==> src/rtl/fb_port_arbiter.sv <==
// Frame-buffer port A arbiter: two round-robin clients plus a top-priority full-screen clear sweep.
// Optional macro FB_ARB_PAUSE_EN adds iPAUSE, which stalls grants and the sweep.

module fb_port_arbiter #(
    parameter int CLR_X_MAX = 640,
    parameter int CLR_Y_MAX = 480
) (
    input  logic        iCLK,
    input  logic        iRST_N,
`ifdef FB_ARB_PAUSE_EN
    input  logic        iPAUSE,
`endif
    input  logic        iCLR_START,
    output logic        oCLR_BUSY,
    input  logic        iREQ0,
    input  logic        iREQ1,
    input  logic        iWE0,
    input  logic        iWE1,
    input  logic [18:0] iADDR0,
    input  logic [18:0] iADDR1,
    input  logic        iDATA0,
    input  logic        iDATA1,
    output logic        oGNT0,
    output logic        oGNT1,
    output logic        oRVALID0,
    output logic        oRVALID1,
    output logic        oRDATA,
    output logic [18:0] oMEM_ADDR,
    output logic        oMEM_DATA,
    output logic        oMEM_WE,
    input  logic        iMEM_Q
);
    // state | meaning
    // ARB   | clients arbitrated round-robin, one access per cycle
    // CLEAR | sweep engine owns the port, writing zero to every pixel
    typedef enum logic {ARB, CLEAR} state_t;

    localparam logic [9:0]  X_LAST    = 10'(CLR_X_MAX - 1);
    localparam logic [8:0]  Y_LAST    = 9'(CLR_Y_MAX - 1);
    localparam logic [18:0] ADDR_LAST = {X_LAST, Y_LAST};

    function automatic logic [18:0] sweep_inc(input logic [18:0] a);
        logic [18:0] r;
        if (a[8:0] == Y_LAST) r = {a[18:9] + 10'd1, 9'd0};
        else                  r = {a[18:9], a[8:0] + 9'd1};
        return r;
    endfunction

    state_t      state_q, state_d;
    logic        rr_q, rr_d;
    logic [18:0] sweep_q, sweep_d;
    logic [18:0] mem_addr_q, mem_addr_d;
    logic        mem_data_q, mem_data_d;
    logic        mem_we_q, mem_we_d;
    logic        rd_v1_q, rd_id1_q, rd_v2_q, rd_id2_q;
    logic        rvalid0_q, rvalid1_q, rdata_q;
    logic        pause_w, gnt_en, gnt0, gnt1;

`ifdef FB_ARB_PAUSE_EN
    assign pause_w = iPAUSE;
`else
    assign pause_w = 1'b0;
`endif

    // rr_q=1 means client 1 is preferred on a collision
    assign gnt_en = (state_q == ARB) && !iCLR_START && !pause_w;
    assign gnt0   = gnt_en && iREQ0 && (!iREQ1 || !rr_q);
    assign gnt1   = gnt_en && iREQ1 && (!iREQ0 || rr_q);

    always_comb begin
        state_d    = state_q;
        rr_d       = rr_q;
        sweep_d    = sweep_q;
        mem_addr_d = mem_addr_q;
        mem_data_d = mem_data_q;
        mem_we_d   = 1'b0;
        case (state_q)
            ARB: begin
                if (iCLR_START) begin
                    state_d    = CLEAR;
                    mem_data_d = 1'b0;
                    sweep_d    = '0;
                    if (!pause_w) begin
                        mem_addr_d = '0;
                        mem_we_d   = 1'b1;
                        sweep_d    = sweep_inc(19'd0);
                    end
                end else if (gnt0) begin
                    mem_addr_d = iADDR0;
                    mem_data_d = iDATA0;
                    mem_we_d   = iWE0;
                    rr_d       = 1'b1;
                end else if (gnt1) begin
                    mem_addr_d = iADDR1;
                    mem_data_d = iDATA1;
                    mem_we_d   = iWE1;
                    rr_d       = 1'b0;
                end
            end
            CLEAR: begin
                // sweep_q always holds the next pixel still to be written
                if (mem_we_q && (mem_addr_q == ADDR_LAST)) begin
                    state_d = ARB;
                end else if (!pause_w) begin
                    mem_addr_d = sweep_q;
                    mem_data_d = 1'b0;
                    mem_we_d   = 1'b1;
                    sweep_d    = sweep_inc(sweep_q);
                end
            end
            default: state_d = ARB;
        endcase
    end

    always_ff @(posedge iCLK or negedge iRST_N) begin
        if (!iRST_N) begin
            state_q    <= ARB;
            rr_q       <= 1'b0;
            sweep_q    <= '0;
            mem_addr_q <= '0;
            mem_data_q <= 1'b0;
            mem_we_q   <= 1'b0;
        end else begin
            state_q    <= state_d;
            rr_q       <= rr_d;
            sweep_q    <= sweep_d;
            mem_addr_q <= mem_addr_d;
            mem_data_q <= mem_data_d;
            mem_we_q   <= mem_we_d;
        end
    end

    // read return: accept -> address out -> RAM data -> registered oRDATA
    always_ff @(posedge iCLK or negedge iRST_N) begin
        if (!iRST_N) begin
            rd_v1_q   <= 1'b0;
            rd_id1_q  <= 1'b0;
            rd_v2_q   <= 1'b0;
            rd_id2_q  <= 1'b0;
            rvalid0_q <= 1'b0;
            rvalid1_q <= 1'b0;
            rdata_q   <= 1'b0;
        end else begin
            rd_v1_q   <= (gnt0 && !iWE0) || (gnt1 && !iWE1);
            rd_id1_q  <= gnt1;
            rd_v2_q   <= rd_v1_q;
            rd_id2_q  <= rd_id1_q;
            rvalid0_q <= rd_v2_q && !rd_id2_q;
            rvalid1_q <= rd_v2_q && rd_id2_q;
            if (rd_v2_q) rdata_q <= iMEM_Q;
        end
    end

    assign oGNT0     = gnt0;
    assign oGNT1     = gnt1;
    assign oCLR_BUSY = (state_q == CLEAR);
    assign oMEM_ADDR = mem_addr_q;
    assign oMEM_DATA = mem_data_q;
    assign oMEM_WE   = mem_we_q;
    assign oRVALID0  = rvalid0_q;
    assign oRVALID1  = rvalid1_q;
    assign oRDATA    = rdata_q;

endmodule

==> config.mk <==
export PLATFORM = sky130hd
export DESIGN_NAME = fb_port_arbiter
export DESIGN_NICKNAME = d
export VERILOG_FILES = /design/src/rtl/fb_port_arbiter.sv
export SDC_FILE = /design/constraint.sdc
export NUM_CORES = 1
export LEC_CHECK = 0
export ABC_CLOCK_PERIOD_IN_PS = 4550
export CAP_MARGIN = 10
export CORE_ASPECT_RATIO = 1.25
export CORE_MARGIN = 2
export CORE_UTILIZATION = 41
export CTS_BUF_LIST = sky130_fd_sc_hd__clkbuf_2 sky130_fd_sc_hd__clkbuf_4 sky130_fd_sc_hd__clkbuf_8
export CTS_CLUSTER_DIAMETER = 150
export CTS_CLUSTER_SIZE = 28
export DETAILED_ROUTE_END_ITERATION = 8
export PLACE_DENSITY_LB_ADDON = 0.12
export SLEW_MARGIN = 20
export SYNTH_ARGS = -nofsm -noshare
export SYNTH_HDL_FRONTEND = slang
export SYNTH_SLANG_ARGS = --single-unit
==> constraint.sdc <==
create_clock -name iCLK -period 4.55 [get_ports iCLK]
set_input_delay 0.91 -clock iCLK [delete_from_list [all_inputs] [get_ports iCLK]]
set_output_delay 0.91 -clock iCLK [all_outputs]
set_load 0.02 [all_outputs]
==> results.toml, run 1 <==
[run_status]
status = "completed"

[global_routing]
grt_first_pass_wirelength_mm = 12.3
grt_usage_pct = 19.6
grt_overflow = 0
grt_max_degree = 50
antenna_found_initial = 0
grt_pass1_vias = 2344

[die]
die-area_sq_um = 7940
core.rowCount = 34
start_util_pct = 42.6
die_x_microns = 80.1
die_y_microns = 99.1
coreArea_sq_um = 6980
pin_count = 75

[synth]
syn-mean-instance-area_sq_um = 10.6
synth-seq-cells = 49
postSynth.asyncResetShare_pct = 100
netlist.area_leader.share_pct = 41.3
synth_largest_area_cell = "dfrtp_1"
ys_seq_area_share_pct = 41.3
synth_nets = 330
synthTopCellsByArea = "dfrtp_1 (41%), mux2_4 (9.6%), mux2i_1 (7.4%)"
yosysWarnings = 0
syn_area_sq_um = 2970
ys_types = 59
synth_edf_count = 0
netlist_instances = 280
synth_top_flop_cell = "dfrtp_1"

[clock_tree]
path_clk_slew_ps = 90
clkLatencyLatePin_ps = 300
cts_sinks = 49
post_cts_buffers = 0
cts_max_path_buffers = 2
root_buffer = "clkbuf_8"
cts_tree = "done"
cts_buffers = 5
hold_buffers = 0
htreeDepth = 2
postCtsResizedCells = 0

[cells_and_area]
final_cell_mix = "clkdlybuf4s50_1 (73), dfrtp_1 (49), nand2_1 (26)"
area_delta_synth_final_pct = 30.6
drive_above_1_share_pct = 15.4
n_fill_cell = 634
fin_nets = 399
design_area_sq_um = 3880
num_antenna_cells = 0
regArea_sq_um = 1230
multi_input_area_sq_um = 1570
layout_commonest_cell = "clkdlybuf4s50_1"

[timing]
hold_slack_ps = 364
period_minus_slack_ps = 3550
slew_headroom_pct = 45.3
setup_tns_ps = 0
final_max_slew_viol_count = 0
setup_viol = 0
grt_setup_unrepaired = "no"
final-hold-violation-count = 0
worst_pin_slew_ps = 821
fin_crit_sh_pct = 78.1
fin_skew_ps = 3.79
fmax_ghz = 0.282

[power_and_ir_drop]
ir_worst_vdd_v = 0.000207
power_density_nw_per_um2 = 356
power_uw = 1380
p_leak_uw = 0.00179

[routing]
wl_mm = 7.47
drtIter0Drc = 104
firstDrtPassIters = 4
drcViolationCount = 0
vias = 2355
vias_per_cell = 5.35
ant_nets = 0
wl_per_cell_microns = 17.0

[critical_path]
crit_fanout = 6
critical_path_class = "input port to primary output"
crit_arrival_ps = 2640
cpMaxStageDelayCell = "clkdlybuf4s50_1"
cp-start-kind = "input port"
crit_path_frequent_cell = "clkdlybuf4s50_1"
worstPathRequired_ps = 3640
crit_chain = "clkdlybuf4s50_1, nor2_1, nand3_1, inv_1, clkdlybuf4s50_1"
worst_setup_path_end_kind = "primary output"
max_stage_delay_ps = 600

[placed_design]
portBuffers = 74
routabilityCongestion = 0.825
placed_area_sq_um = 3740
hpwl_mm = 5.55

[hold_path]
hold_class = "register to register"

[job]
cap_violations = 0
[final cells by class]
class,instances,area share [%]
Clock inverter,3,1.78
Multi-Input combinational cell,199,40.6
Tap cell,90,2.91
Sequential cell,49,31.6
Timing Repair Buffer,78,19.8
Clock buffer,5,1.78
Inverter,16,1.55
[cell families (layout without fill, tap and decap cells)]
| kind of cell | after synthesis | in the layout | share of synthesized area [%] |
|---|---|---|---|
| and+or+nand+nor | 95 | 95 | 19.1 |
| AOI/OAI and AO/OA | 59 | 59 | 15.3 |
| adders and majority gates | 2 | 2 | 0.843 |
| DFF | 49 | 49 | 41.3 |
| muxes | 43 | 43 | 17.8 |
| buffers and inverters | 32 | 102 | 5.69 |
[state kept, by name, summed over array words and instances (netlist names)]
| register | count |
|---|---|
| oRVALID0 | 1 |
| oRDATA | 1 |
| oMEM_WE | 1 |
| oMEM_ADDR | 19 |
| oRVALID1 | 1 |
| rd_v2_q | 1 |
| rd_v1_q | 1 |
| sweep_q | 19 |
| rd_id2_q | 1 |
| rr_q | 1 |
| oCLR_BUSY | 1 |
| rd_id1_q | 1 |
| oMEM_DATA | 1 |
[metal layers]
metal  GRT usage (%)  up-vias  wire length [microns]
met1            28.0     1128                   3510
met5               0        -                      0
met4            3.91        0                     30
met2            31.7       46                   3660
met3            3.18        2                    275
li1                -     1179                      -
[cell usage after synthesis (all sizes together) (3+ instances only)]
library cell,instances
nand3,11
o211ai,6
nor3,8
dfrtp,49
and3,5
o2111ai,4
nand2,27
or2,5
mux2i,22
inv,16
nand4,8
and4b,3
buf,10
a21boi,3
clkbuf,6
a21oi,3
o221ai,8
o21ai,21
nor2b,3
nor2,9
mux2,21
and2,3
[power by group]
group / switching, uW / total, uW / internal (uW)
sequential: 101 / 609 / 508
combinational: 177 / 398 / 221
clock: 154 / 375 / 221
[final timing paths]
check,cells past startpoint,slack (ps),startpoint,endpoint
min in group asynchronous,2,690,iRST_N,rd_v2_q
max in group asynchronous,2,3420,iRST_N,oMEM_DATA
setup / recovery,5,1000,iCLR_START,oGNT1
hold reg to reg,0,360,rd_id1_q,rd_id2_q
hold / removal,0,360,rd_id1_q,rd_id2_q
setup reg to reg,5,1850,oCLR_BUSY,oMEM_ADDR[18]
[metrics by stage]
stage               setup WS (ps)  std cells  util, %
CTS                           999        440     55.6
detailed placement           1000        432     53.6
floorplan                    2040        280        -
global placement             1040        432     53.6
finish                        998        440     55.6
global route                  874        440     55.6
[critical path, delay by kind of cell]
kind,cells,cell delay [ps]
buffers and inverters,3,1160
and+or+nand+nor,2,560
(Power assumes the default switching activity.)
==> run 2: changes to the inputs <==
Settings changed: ABC_CLOCK_PERIOD_IN_PS 4550 to 3690.
Clock period 4.55 ns to 3.69 ns, I/O delays scaled along.
==> results.toml, run 2 (synthesis gave the netlist of run 1 again) <==
[run_status]
status = "completed"

[critical_path]
worst_setup_path_end_kind = "primary output"
critical_path_class = "input port to primary output"
cp-start-kind = "input port"
r2r_cells = 5
timing.rr.end = "sweep_q[11]"
worstPathRequired_ps = 2950
reg2reg_from = "oCLR_BUSY"
crit_arrival_ps = 2470
r2r_setup_slack_ps = 1280
crit_fanout = 6

[clock_tree]
path_clk_slew_ps = 90
cts_buffers = 5
hold_buffers = 0
cts_max_path_buffers = 2
post_cts_buffers = 0
root_buffer = "clkbuf_8"
htreeDepth = 2
cts_sinks = 49
clkLatencyLatePin_ps = 300
cts_tree = "done"
postCtsResizedCells = 0

[die]
start_util_pct = 42.6
coreArea_sq_um = 6980
die_y_microns = 99.1
core.rowCount = 34
die_x_microns = 80.1
die-area_sq_um = 7940
pin_count = 75

[timing]
final_max_slew_viol_count = 0
final-hold-violation-count = 0
setup_viol = 0
fin_crit_sh_pct = 86.8
slew_headroom_pct = 49.9
worst_pin_slew_ps = 752
fin_skew_ps = 4.69
period_minus_slack_ps = 3200
grt_setup_unrepaired = "no"
setup_tns_ps = 0
hold_slack_ps = 365
fmax_ghz = 0.312

[cells_and_area]
area_delta_synth_final_pct = 29.1
multi_input_area_sq_um = 1570
post-route-util_pct = 54.9
num_antenna_cells = 0
drive_above_1_share_pct = 15.7
fin_nets = 400
regArea_sq_um = 1230
n_fill_cell = 642
layout_commonest_cell = "clkdlybuf4s50_1"
final_cell_mix = "clkdlybuf4s50_1 (73), dfrtp_1 (49), nand2_1 (26)"

[global_routing]
grt_overflow = 0
grt_max_degree = 39
grt_util_met2_pct = 32.0
grt_util_met3_pct = 2.99
grt_pass1_vias = 2377
grt_usage_pct = 19.6
use_met1_pct = 26.6
grt_first_pass_wirelength_mm = 12.2
gr-max-usage-layer = "met2"
antenna_found_initial = 0

[routing]
ant_nets = 0
vias = 2426
firstDrtPassIters = 4
wl_mm = 7.52
wl_per_cell_microns = 17.1
vias_per_cell = 5.50
drtIter0Drc = 124
drcViolationCount = 0

[power_and_ir_drop]
sw_frac_of_total_pct = 34.0
seq_power_share_pct = 48.2
clkPwrFrac_pct = 20.4
p_leak_uw = 0.00177
p_int_uw = 1030
ir_worst_vdd_v = 0.000218
p_comb_share_pct = 31.4
p_sw_uw = 531
power_density_nw_per_um2 = 407

[hold_path]
hp-start = "rd_v1_q"
hold_path_depth = 0
hold_class = "register to register"
hold_path_end = "rd_v2_q"

[placed_design]
hpwl_mm = 5.62
routabilityCongestion = 0.819
portBuffers = 74

[job]
cap_violations = 0
==> run 2: cell count changes in the layout (fill, tap and decap cells not counted), sizes merged <==
cell,delta
bufinv,-2
clkinv,+2
buf,+1
clkinvlp,+1
inv,-1
==> run 2: final cells by class <==
type | count | share of cell area (%)
timing repair buffer | 79 | 20.2
tap | 90 | 2.94
inverter | 16 | 1.57
clock inverter | 3 | 0.457
multi-input combinational | 199 | 41.1
sequential | 49 | 32.0
clock buffer | 5 | 1.80
==> run 2: layer usage <==
layer | share of wire (%) | vias up
met3 | 3.9 | 2
li1 | - | 1174
met4 | 0.56 | 0
met2 | 50 | 48
met5 | 0 | -
met1 | 46 | 1202
==> run 2: how the worst max path moves through the flow <==
stage / start / slack (ps) / end
after floorplan: iREQ0 / 1530 / oGNT0
after global placement: iCLR_START / 530 / oGNT1
after detailed placement: iCLR_START / 490 / oGNT1
after CTS: iCLR_START / 490 / oGNT1
after global routing: iCLR_START / 320 / oGNT1
final: iCLR_START / 490 / oGNT1
==> run 2: worst max-delay path, stage by stage <==
cell,delay (ps)
clkdlybuf4s50_1,470
nor2_1,350
nand3_1,190
inv_1,110
clkdlybuf4s50_1,600
==> run 2: per-stage QoR <==
stage	area [sq um]	setup WS, ps	power, uW	cells
2_1_floorplan	2970	1530	1030	280
4_1_cts	3830	490	1580	441
3_5_place_dp	3750	488	1260	433
6_report	3830	485	1560	441
5_1_grt	3830	322	1660	441
3_3_place_gp	3750	527	1240	433
==> run 2: power groups by stage <==
stage / Combinational [uW] / Sequential, uW / Clock (uW)
3_3_place_gp: 487 / 758 / 0
5_1_grt: 539 / 770 / 350
2_1_floorplan: 256 / 777 / 0
3_5_place_dp: 494 / 763 / 0
6_report: 491 / 753 / 318
4_1_cts: 496 / 752 / 328
==> run 3: changes to the inputs <==
Settings changed: ABC_CLOCK_PERIOD_IN_PS 3690 to 3150, RECOVER_POWER set to 50.
Clock period 3.69 ns to 3.15 ns, I/O delays scaled along.
==> results.toml, run 3 (synthesis gave the netlist of run 1 again) <==
[run_status]
status = "completed"

[clock_tree]
htreeDepth = 2
post_cts_buffers = 0
cts_tree = "done"
root_buffer = "clkbuf_8"
path_clk_slew_ps = 90
hold_buffers = 0
postCtsResizedCells = 0
clkLatencyLatePin_ps = 300
cts_buffers = 5
cts_max_path_buffers = 2
cts_sinks = 49

[timing]
final-hold-violation-count = 0
setup_tns_ps = 0
final_max_slew_viol_count = 0
fin_skew_ps = 5.21
period_minus_slack_ps = 2960
postLayoutSetupSlackWorst_ps = 188
worst_pin_slew_ps = 1380
fin_crit_sh_pct = 94.0
fmax_ghz = 0.338
setup_viol = 0
slew_headroom_pct = 7.82
grt_setup_unrepaired = "no"

[routing]
wl_per_cell_microns = 16.8
ant_nets = 0
wl_mm = 7.43
vias_per_cell = 5.46
drtIter0Drc = 148
vias = 2413
drcViolationCount = 0
firstDrtPassIters = 4

[cells_and_area]
fin_nets = 401
design_area_sq_um = 3880
drive_above_1_share_pct = 15.3
area_delta_synth_final_pct = 30.7
multi_input_area_sq_um = 1570
layout_commonest_cell = "clkdlybuf4s50_1"
num_antenna_cells = 0
regArea_sq_um = 1230
stdcell_count = 442
final_cell_mix = "clkdlybuf4s50_1 (69), dfrtp_1 (49), nand2_1 (26)"
n_fill_cell = 621

[die]
core.rowCount = 34
start_util_pct = 42.6
die_x_microns = 80.1
die-area_sq_um = 7940
pin_count = 75
die_y_microns = 99.1
coreArea_sq_um = 6980

[critical_path]
crit_arrival_ps = 2330
worstPathRequired_ps = 2520
cpMaxStageDelayCell = "clkdlybuf4s50_1"
r2r_setup_slack_ps = 920
crit_chain = "clkdlybuf4s50_1, nor2_1, nand3_1, inv_1, clkdlybuf4s50_1"
max_stage_delay_ps = 600
crit_path_frequent_cell = "clkdlybuf4s50_1"
crit_fanout = 6
worst_setup_path_end_kind = "primary output"
cp-start-kind = "input port"
critical_path_class = "input port to primary output"

[power_and_ir_drop]
ir_worst_vdd_v = 0.000267
power_uw = 1980
power_density_nw_per_um2 = 511
p_leak_uw = 0.00179

[placed_design]
placed_area_sq_um = 3750
portBuffers = 74
hpwl_mm = 5.57
place_inst = 434
routabilityCongestion = 0.816
pre_cts_ws_ps = 146

[hold_path]
hold_class = "register to register"

[global_routing]
grt_max_degree = 39
antenna_found_initial = 0
grt_usage_pct = 19.8
grt_first_pass_wirelength_mm = 12.3
grt_overflow = 0
grt_pass1_vias = 2421

[job]
cap_violations = 0
## run 3: cell count changes in the layout (fill, tap and decap cells not counted), sizes merged
cell	change
clkinv	-1
bufinv	+2
clkbuf	+2
dlygate4sd3	+4
buf	-1
clkdlybuf4s50	-4
clkinvlp	-1
## run 3: final timing paths
path	start	end	cells after the start
min	rd_v1_q	rd_v2_q	0
min reg2reg	rd_v1_q	rd_v2_q	0
max reg2reg	oMEM_ADDR[7]	sweep_q[6]	4
max	iCLR_START	oGNT1	5
max in group asynchronous	iRST_N	sweep_q[9]	2
min in group asynchronous	iRST_N	rd_v1_q	1
## run 3: per-layer routing
layer,GRT usage (%),share of wire (%)
met5,0,0
met4,5.48,1.3
met3,2.90,3.6
met2,32.9,49
met1,27.0,46
## run 3: worst max-delay path, delay by kind of cell
kind / cells / cell delay (ps)
and+or+nand+nor: 2 / 530
buffers and inverters: 3 / 1170
## run 3: per-stage QoR
step	hold slack [ps]	utilization [%]
finish	370	55.6
global route	386	55.6
CTS	326	55.7
detailed placement	342	53.8
global placement	339	53.8
floorplan	331	-
## run 3: cell type report
class	instances	share of cell area (%)
clock inverter	3	1.68
timing repair buffer	80	20.0
clock buffer	5	1.77
tap	90	2.90
inverter	16	1.55
multi-input combinational	199	40.5
sequential	49	31.6
## run 3: where the power goes
part / total (uW) / internal (uW) / switching, uW
sequential: 883 / 734 / 149
clock: 528 / 315 / 213
combinational: 571 / 318 / 253
total: 1980 / 1370 / 615
